<file path="src/rtl/arbiter2_merge.sv">
// Two-input round-robin merge into a small output FIFO tagged with the source input.
// Latency: accepted flit visible at Out the next cycle; readies drop while FIFO is full (no pop bypass).
module arbiter2_merge #(
  parameter int WIDTH = 9,
  parameter int DEPTH = 2,
  parameter int CNT_W = 16
) (
  input  logic             CLK,
  input  logic             _RESET,
  input  logic [WIDTH-1:0] In0_data,
  input  logic             In0_valid,
  output logic             In0_ready,
  input  logic [WIDTH-1:0] In1_data,
  input  logic             In1_valid,
  output logic             In1_ready,
  output logic [WIDTH-1:0] Out_data,
  output logic             Out_src,
  output logic             Out_valid,
  input  logic             Out_ready,
  output logic [CNT_W-1:0] Grant0_cnt,
  output logic [CNT_W-1:0] Grant1_cnt
);

  localparam int PTR_W = (DEPTH > 1) ? $clog2(DEPTH) : 1;
  localparam int CW    = $clog2(DEPTH + 1);
  localparam logic [CW-1:0]    DEPTH_C  = CW'(DEPTH);
  localparam logic [PTR_W-1:0] LAST_PTR = PTR_W'(DEPTH - 1);

  typedef struct packed {
    logic             src;
    logic [WIDTH-1:0] dat;
  } entry_t;

  entry_t           mem_q [DEPTH];
  entry_t           mem_d [DEPTH];
  logic [PTR_W-1:0] rd_ptr_q, rd_ptr_d;
  logic [PTR_W-1:0] wr_ptr_q, wr_ptr_d;
  logic [CW-1:0]    count_q, count_d;
  logic             prio_q, prio_d;
  logic [CNT_W-1:0] gnt0_cnt_q, gnt0_cnt_d;
  logic [CNT_W-1:0] gnt1_cnt_q, gnt1_cnt_d;

  logic   space;
  logic   grant0;
  logic   grant1;
  logic   push;
  logic   pop;
  entry_t push_ent;
  entry_t head;

  function automatic logic [PTR_W-1:0] ptr_inc(input logic [PTR_W-1:0] p);
    return (p == LAST_PTR) ? '0 : p + 1'b1;
  endfunction

  // Space is taken from the registered count only, so a full FIFO never accepts even when popping.
  always_comb begin
    space     = (count_q < DEPTH_C);
    grant0    = In0_valid & (~In1_valid | ~prio_q);
    grant1    = In1_valid & (~In0_valid | prio_q);
    In0_ready = _RESET & space & grant0;
    In1_ready = _RESET & space & grant1;
    push      = In0_ready | In1_ready;
    push_ent.src = In1_ready;
    push_ent.dat = In1_ready ? In1_data : In0_data;
    Out_valid = (count_q != '0);
    pop       = Out_valid & Out_ready;
    head      = Out_valid ? mem_q[rd_ptr_q] : '0;
    Out_data  = head.dat;
    Out_src   = head.src;
    Grant0_cnt = gnt0_cnt_q;
    Grant1_cnt = gnt1_cnt_q;
  end

  always_comb begin
    mem_d      = mem_q;
    rd_ptr_d   = rd_ptr_q;
    wr_ptr_d   = wr_ptr_q;
    count_d    = count_q;
    prio_d     = prio_q;
    gnt0_cnt_d = gnt0_cnt_q;
    gnt1_cnt_d = gnt1_cnt_q;

    if (push) begin
      mem_d[wr_ptr_q] = push_ent;
      wr_ptr_d        = ptr_inc(wr_ptr_q);
    end
    if (pop) begin
      rd_ptr_d = ptr_inc(rd_ptr_q);
    end

    case ({push, pop})
      2'b10:   count_d = count_q + 1'b1;
      2'b01:   count_d = count_q - 1'b1;
      default: count_d = count_q;
    endcase

    if (In0_ready) begin
      prio_d = 1'b1;
      if (gnt0_cnt_q != '1) gnt0_cnt_d = gnt0_cnt_q + 1'b1;
    end
    if (In1_ready) begin
      prio_d = 1'b0;
      if (gnt1_cnt_q != '1) gnt1_cnt_d = gnt1_cnt_q + 1'b1;
    end
  end

  always_ff @(posedge CLK) begin
    if (!_RESET) begin
      rd_ptr_q   <= '0;
      wr_ptr_q   <= '0;
      count_q    <= '0;
      prio_q     <= 1'b0;
      gnt0_cnt_q <= '0;
      gnt1_cnt_q <= '0;
    end else begin
      rd_ptr_q   <= rd_ptr_d;
      wr_ptr_q   <= wr_ptr_d;
      count_q    <= count_d;
      prio_q     <= prio_d;
      gnt0_cnt_q <= gnt0_cnt_d;
      gnt1_cnt_q <= gnt1_cnt_d;
    end
  end

  // Storage needs no reset: an empty FIFO masks the head to zero.
  always_ff @(posedge CLK) begin
    mem_q <= mem_d;
  end

  a_one_ready: assert property (@(posedge CLK) !(In0_ready && In1_ready));
  a_rdy0_vld:  assert property (@(posedge CLK) In0_ready |-> In0_valid);
  a_rdy1_vld:  assert property (@(posedge CLK) In1_ready |-> In1_valid);
  a_count_max: assert property (@(posedge CLK) count_q <= DEPTH_C);

endmodule

</file>
<file path="config.mk">
export PLATFORM = sky130hd
export DESIGN_NAME = arbiter2_merge
export DESIGN_NICKNAME = d
export VERILOG_FILES = /design/src/rtl/arbiter2_merge.sv
export SDC_FILE = /design/constraint.sdc
export NUM_CORES = 1
export LEC_CHECK = 0
export CAP_MARGIN = 15
export CORE_MARGIN = 3
export CORE_UTILIZATION = 54
export CTS_CLUSTER_DIAMETER = 80
export DETAILED_ROUTE_END_ITERATION = 12
export GPL_TIMING_DRIVEN = 0
export HOLD_SLACK_MARGIN = 0.08
export PLACE_DENSITY_LB_ADDON = 0.12
export SLEW_MARGIN = 20
export SYNTH_ARGS = -nofsm -noshare
export SYNTH_HDL_FRONTEND = slang
export SYNTH_SLANG_ARGS = --single-unit
</file>
<file path="constraint.sdc">
create_clock -name CLK -period 3.8 [get_ports CLK]
set_input_delay 0.76 -clock CLK [delete_from_list [all_inputs] [get_ports CLK]]
set_output_delay 0.76 -clock CLK [all_outputs]
set_load 0.03 [all_outputs]
</file>
-- After elaboration in Yosys (flattened, before gate mapping)
Cells that the tools add are included.
- output and inout port bits: 45
- bits in registers: 57
- input port bits: 23
- word-level logic and storage cells: 56
- reductions and logical operators: 6
- order comparisons: 4
- bitwise gates (word level): 15
- mux-type cells: 11
- add/subtract/negate cells: 6
- equality and inequality tests: 4
- operators by type and width (kind ; number):
    $mux 10 ; 5
    $add 16x1->16 const B ; 2
    $ne 16x16->1 const B ; 2
    $bwmux 20 ; 1
    $demux 10 s1 ; 1
    $mux 9 ; 1
    $and 1x1->1 ; 6
    $ge 2x2->1 const B ; 2
    $not 1->1 ; 4
    $not 1->2 ; 2
    $pmux 2 s2 ; 1
    $reduce_and 2->1 ; 2
    $reduce_bool 2->1 ; 2
    $or 1x1->1 ; 3
    $add 1x1->1 const B ; 2
    $add 2x1->2 const B ; 1
    $eq 2x1->1 const B ; 1
    $eq 2x2->1 const B ; 1
    $lt 2x1->1 const B ; 1
    $lt 2x2->1 const B ; 1
    $mux 1 ; 2
    $reduce_or 2->1 ; 1
    $sub 2x1->2 const B ; 1
    $logic_and 1x1->1 ; 1

-- Longest topological paths before layout
- depth in word-level cells: 7
- gate-level depth with buffers: 7
- depth with buffers taken out: 6

-- Worst setup path after synthesis
OpenSTA, ideal clock, no wires.
- path type: input to output
- start point: input port _RESET
- end point: output port In1_ready
- path buffers: 2
- data required time: 3.040 ns
- arrival: 1.759 ns
- cell stages on the path: 5
- setup slack: 1.281 ns
- path through: buf_4 -> and3b_2 -> nand2_2 -> inv_1 -> clkbuf_1
- longest elaborated chain between the ends: 2
- RTL lines (element ; RTL line ; text):
    start, declared ; 9 ; input logic _RESET,
    $and 1x1->1 (2 in series) ; 61 ; In1_ready = _RESET & space & grant1;
    end, declared ; 15 ; output logic In1_ready,
Every way passes these cells.

-- Final worst setup path
- start point: input port In1_valid
- end point: output port In1_ready
- longest elaborated chain between the ends: 2
- RTL lines (element ; RTL line ; text):
    start, declared ; 14 ; input logic In1_valid,
    $and 1x1->1 ; 59 ; grant1 = In1_valid & (~In0_valid | prio_q);
    $and 1x1->1 ; 61 ;
Every way passes these cells.

==> flow_metrics.tcl <==
set metrics [dict create \
    status "finished, final reports clean" \
    synthesis.area_sq_um 2890 \
    grt_util_met1_pct 29.5 \
    dp_hpwl_microns 4810 \
    setup_viol 0 \
    cp_slowest_stage_delay_ps 760 \
    die_h_microns 79.1 \
    seq_area_sq_um 1340 \
    post_drt_wl_per_cell_microns 15.2 \
    max_freq_mhz 284 \
    clkTransAtPathRegs_ps 60 \
    hp-start "Grant0_cnt[1]" \
    first_global_vias 2433 \
    insertedDiodeCount 0 \
    gp_congestion 0.847 \
    syn_inst 292 \
    placed_area_sq_um 3630 \
    max_slew_margin_pct 32.3 \
    crit_family "buffers and inverters" \
    cts_tree "built" \
    ys_seq_area_share_pct 46.4 \
    p_leak_nw 1.39 \
    pre_cts_ws_ps 50.6 \
    crit_path_end_kind "output port" \
    synth_top_flop_cell "dfxtp_1" \
    finalCritPeriodShare_pct 92.7 \
    drc_errors 0 \
    h-tree-depth 3 \
    min_path_type "flop to flop" \
    clkSinkCount 57 \
    port_buffers 66 \
    stdcell_area_sq_um 3810 \
    final_cell_mix "clkdlybuf4s50_1, nand2_1, dfxtp_1, mux2i_1, edfxtp_1" \
    synth_nets 318 \
    power_frac_seq_pct 40.2 \
    rsz0062_at_grt "no" \
    internal-power_mw 1.22 \
    drv_cap 0 \
    die_area_sq_um 6260 \
    crit_buf_inv 3 \
    r2r.worst_path.cells 5 \
    via_count 2504 \
    drtAntennaViolNets 0 \
    cp-start-kind "primary input" \
    synth_cell_types 52 \
    cts_buffer_depth 2 \
    r2r_setup_slack_ps 1910 \
    dr.pass1.iters 4 \
    crit_path_top_delay_cell "clkdlybuf4s50_1" \
    ir_drop_mv 0.348 \
    drt-initial-drc-count 91 \
    pwr-share-clk_pct 29.4 \
    grt_pass1_wl_microns 11500 \
    critical_path_class "primary input to output port" \
    grt_max_degree 13 \
    dieWidth_microns 79.1 \
    grt_antenna_before_repair 0 \
    p_comb_share_pct 30.5 \
    report.final.slew_viol_count 0 \
    tns_ps 0 \
    use_met2_pct 40.0 \
    r2r-start "Grant0_cnt[0]" \
    crit_fanout 14 \
    async_reset_ff_share_pct 0 \
    synth-edff-count 20 \
    worstPathRequired_ps 3040 \
    initial_core_util_pct 58.4 \
    p_sw_uw 603 \
    holdPathEnd "Grant0_cnt[1]" \
    multi_input_area_sq_um 1470 \
    layout.nets 394 \
    vias_per_cell 5.69 \
    whs_path_depth 2 \
    crit_chain "clkdlybuf4s50_1, and3b_2, nand2_2, inv_1, clkdlybuf4s50_1" \
    finalPower_mw 1.82 \
    core_sq_um 4940 \
    grt_use_total_pct 23.4 \
    fin_crit_ps 3520 \
    hold_violations 0 \
    final_layout_size_suffix_gt1_share_pct 8.85 \
    avgSynthCellArea_sq_um 9.89 \
    reg2reg_to "Grant0_cnt[0]" \
    cts_resized 0 \
    p_sw_share_pct 33.1 \
    cts_made_buffers 9 \
    grtUsageMet3_pct 5.78 \
    grt_overflow 0 \
    syn_to_final_growth_pct 31.8 \
    synth_warnings 0 \
    path_common_cell "clkdlybuf4s50_1" \
    worst_slack_ps 278 \
    worstSkewPairLatency_ps 330 \
    wl_microns 6710 \
    worst_pin_slew_ps 1010 \
    powerDensity_nw_per_um2 478 \
    io_pins 68 \
    fin_skew_ps 5.24 \
    ys_seq_elements 57 \
    clock-root-buffer "clkbuf_8" \
    layout_commonest_cell "clkdlybuf4s50_1" \
    rows 25 \
    grt.busiest_layer "met2" \
    fill_cells 380 \
    arrival_ps 2760 \
]
## state kept, by name (all words and copies together) (netlist names)
register / cells
wr_ptr_q: 1
rd_ptr_q: 1
prio_q: 1
count_q: 2
Grant0_cnt: 16
mem_q: 20
Grant1_cnt: 16
## how the worst max path moves through the flow
stage,from,to,slack (ps),cells after the start
5_1_grt,In1_valid,In1_ready,150,5
3_5_place_dp,In1_valid,In1_ready,50,6
6_report,In1_valid,In1_ready,280,5
2_1_floorplan,_RESET,In1_ready,1280,5
3_3_place_gp,In1_valid,In1_ready,70,6
4_1_cts,In1_valid,In1_ready,30,6
## layer usage
metal	vias up	part of all wire, %
met1	1210	45
met5	-	0
li1	1231	-
met3	6	4.5
met2	57	50
met4	0	0.81
## timing repair
action	in CTS	in global routing
hold buffers	0	0
endpoints found under the setup margin	0	1
setup buffers	0	0
## cells in the mapped netlist, types with 2 or more instances
cell type	number	area share (%)
nor3b_1	2	0.52
nand2b_1	6	1.3
nor2_1	16	2.1
nand4_2	2	0.87
nor2b_1	4	0.87
nand2_1	52	6.8
a311oi_1	3	0.91
o41ai_1	2	0.61
and2_1	3	0.65
nand3_1	11	1.9
dfxtp_1	37	26
xor2_1	2	0.61
nor4_2	2	0.87
and4_4	2	0.78
clkbuf_1	7	0.91
nor4_1	5	1.1
or3_1	5	1.1
inv_1	10	1.3
ha_1	3	1.3
nor3_1	7	1.2
o21ai_0	5	0.87
or4_1	4	1.0
edfxtp_1	20	21
o31ai_1	4	1.0
a21oi_1	12	2.1
nand4_4	2	1.5
nor4_4	2	1.5
a211oi_1	3	0.78
and3_1	4	0.87
mux2i_1	27	9.4
o211ai_1	2	0.52
nand4_1	5	1.1
and4_1	2	0.61
## through the flow
stage | std cells | utilization (%) | hold slack [ps]
floorplan | 292 | - | 485
global placement | 425 | 73.5 | 490
detailed placement | 425 | 73.5 | 500
CTS | 441 | 77.1 | 510
global route | 440 | 77.0 | 539
finish | 440 | 77.0 | 508
## cell type report
cell class                 instances  share of cell area, %
clock buffer                      11                   3.45
buffer                             8                  0.920
clock inverter                     5                   1.25
inverter                          10                  0.986
sequential                        57                   35.2
tap                               67                   2.20
timing repair buffer              66                   17.4
multi-input combinational        216                   38.6
## logic make-up after synthesis
kind of cell / share of synthesized area (%)
flip-flops: 46.4
buffers and inverters: 2.64
multiplexers: 9.36
XOR/XNOR: 0.910
AO/OA/AOI/OAI: 8.75
adder cells (fa/ha/maj): 1.30
AND/OR/NAND/NOR: 30.6
## power by group through the flow
stage	Clock, mW	Sequential [mW]	Combinational [mW]
2_1_floorplan	0	0.755	0.337
3_3_place_gp	0	0.741	0.546
3_5_place_dp	0	0.745	0.560
4_1_cts	0.538	0.732	0.562
5_1_grt	0.567	0.738	0.603
6_report	0.535	0.732	0.555
## tightest hold or removal path, cell delays in order, from the launching register on
cell     delay, ps
dfxtp_1        340
nand2_1         70
mux2i_1         50
Power figures use the tool's default switching activity.
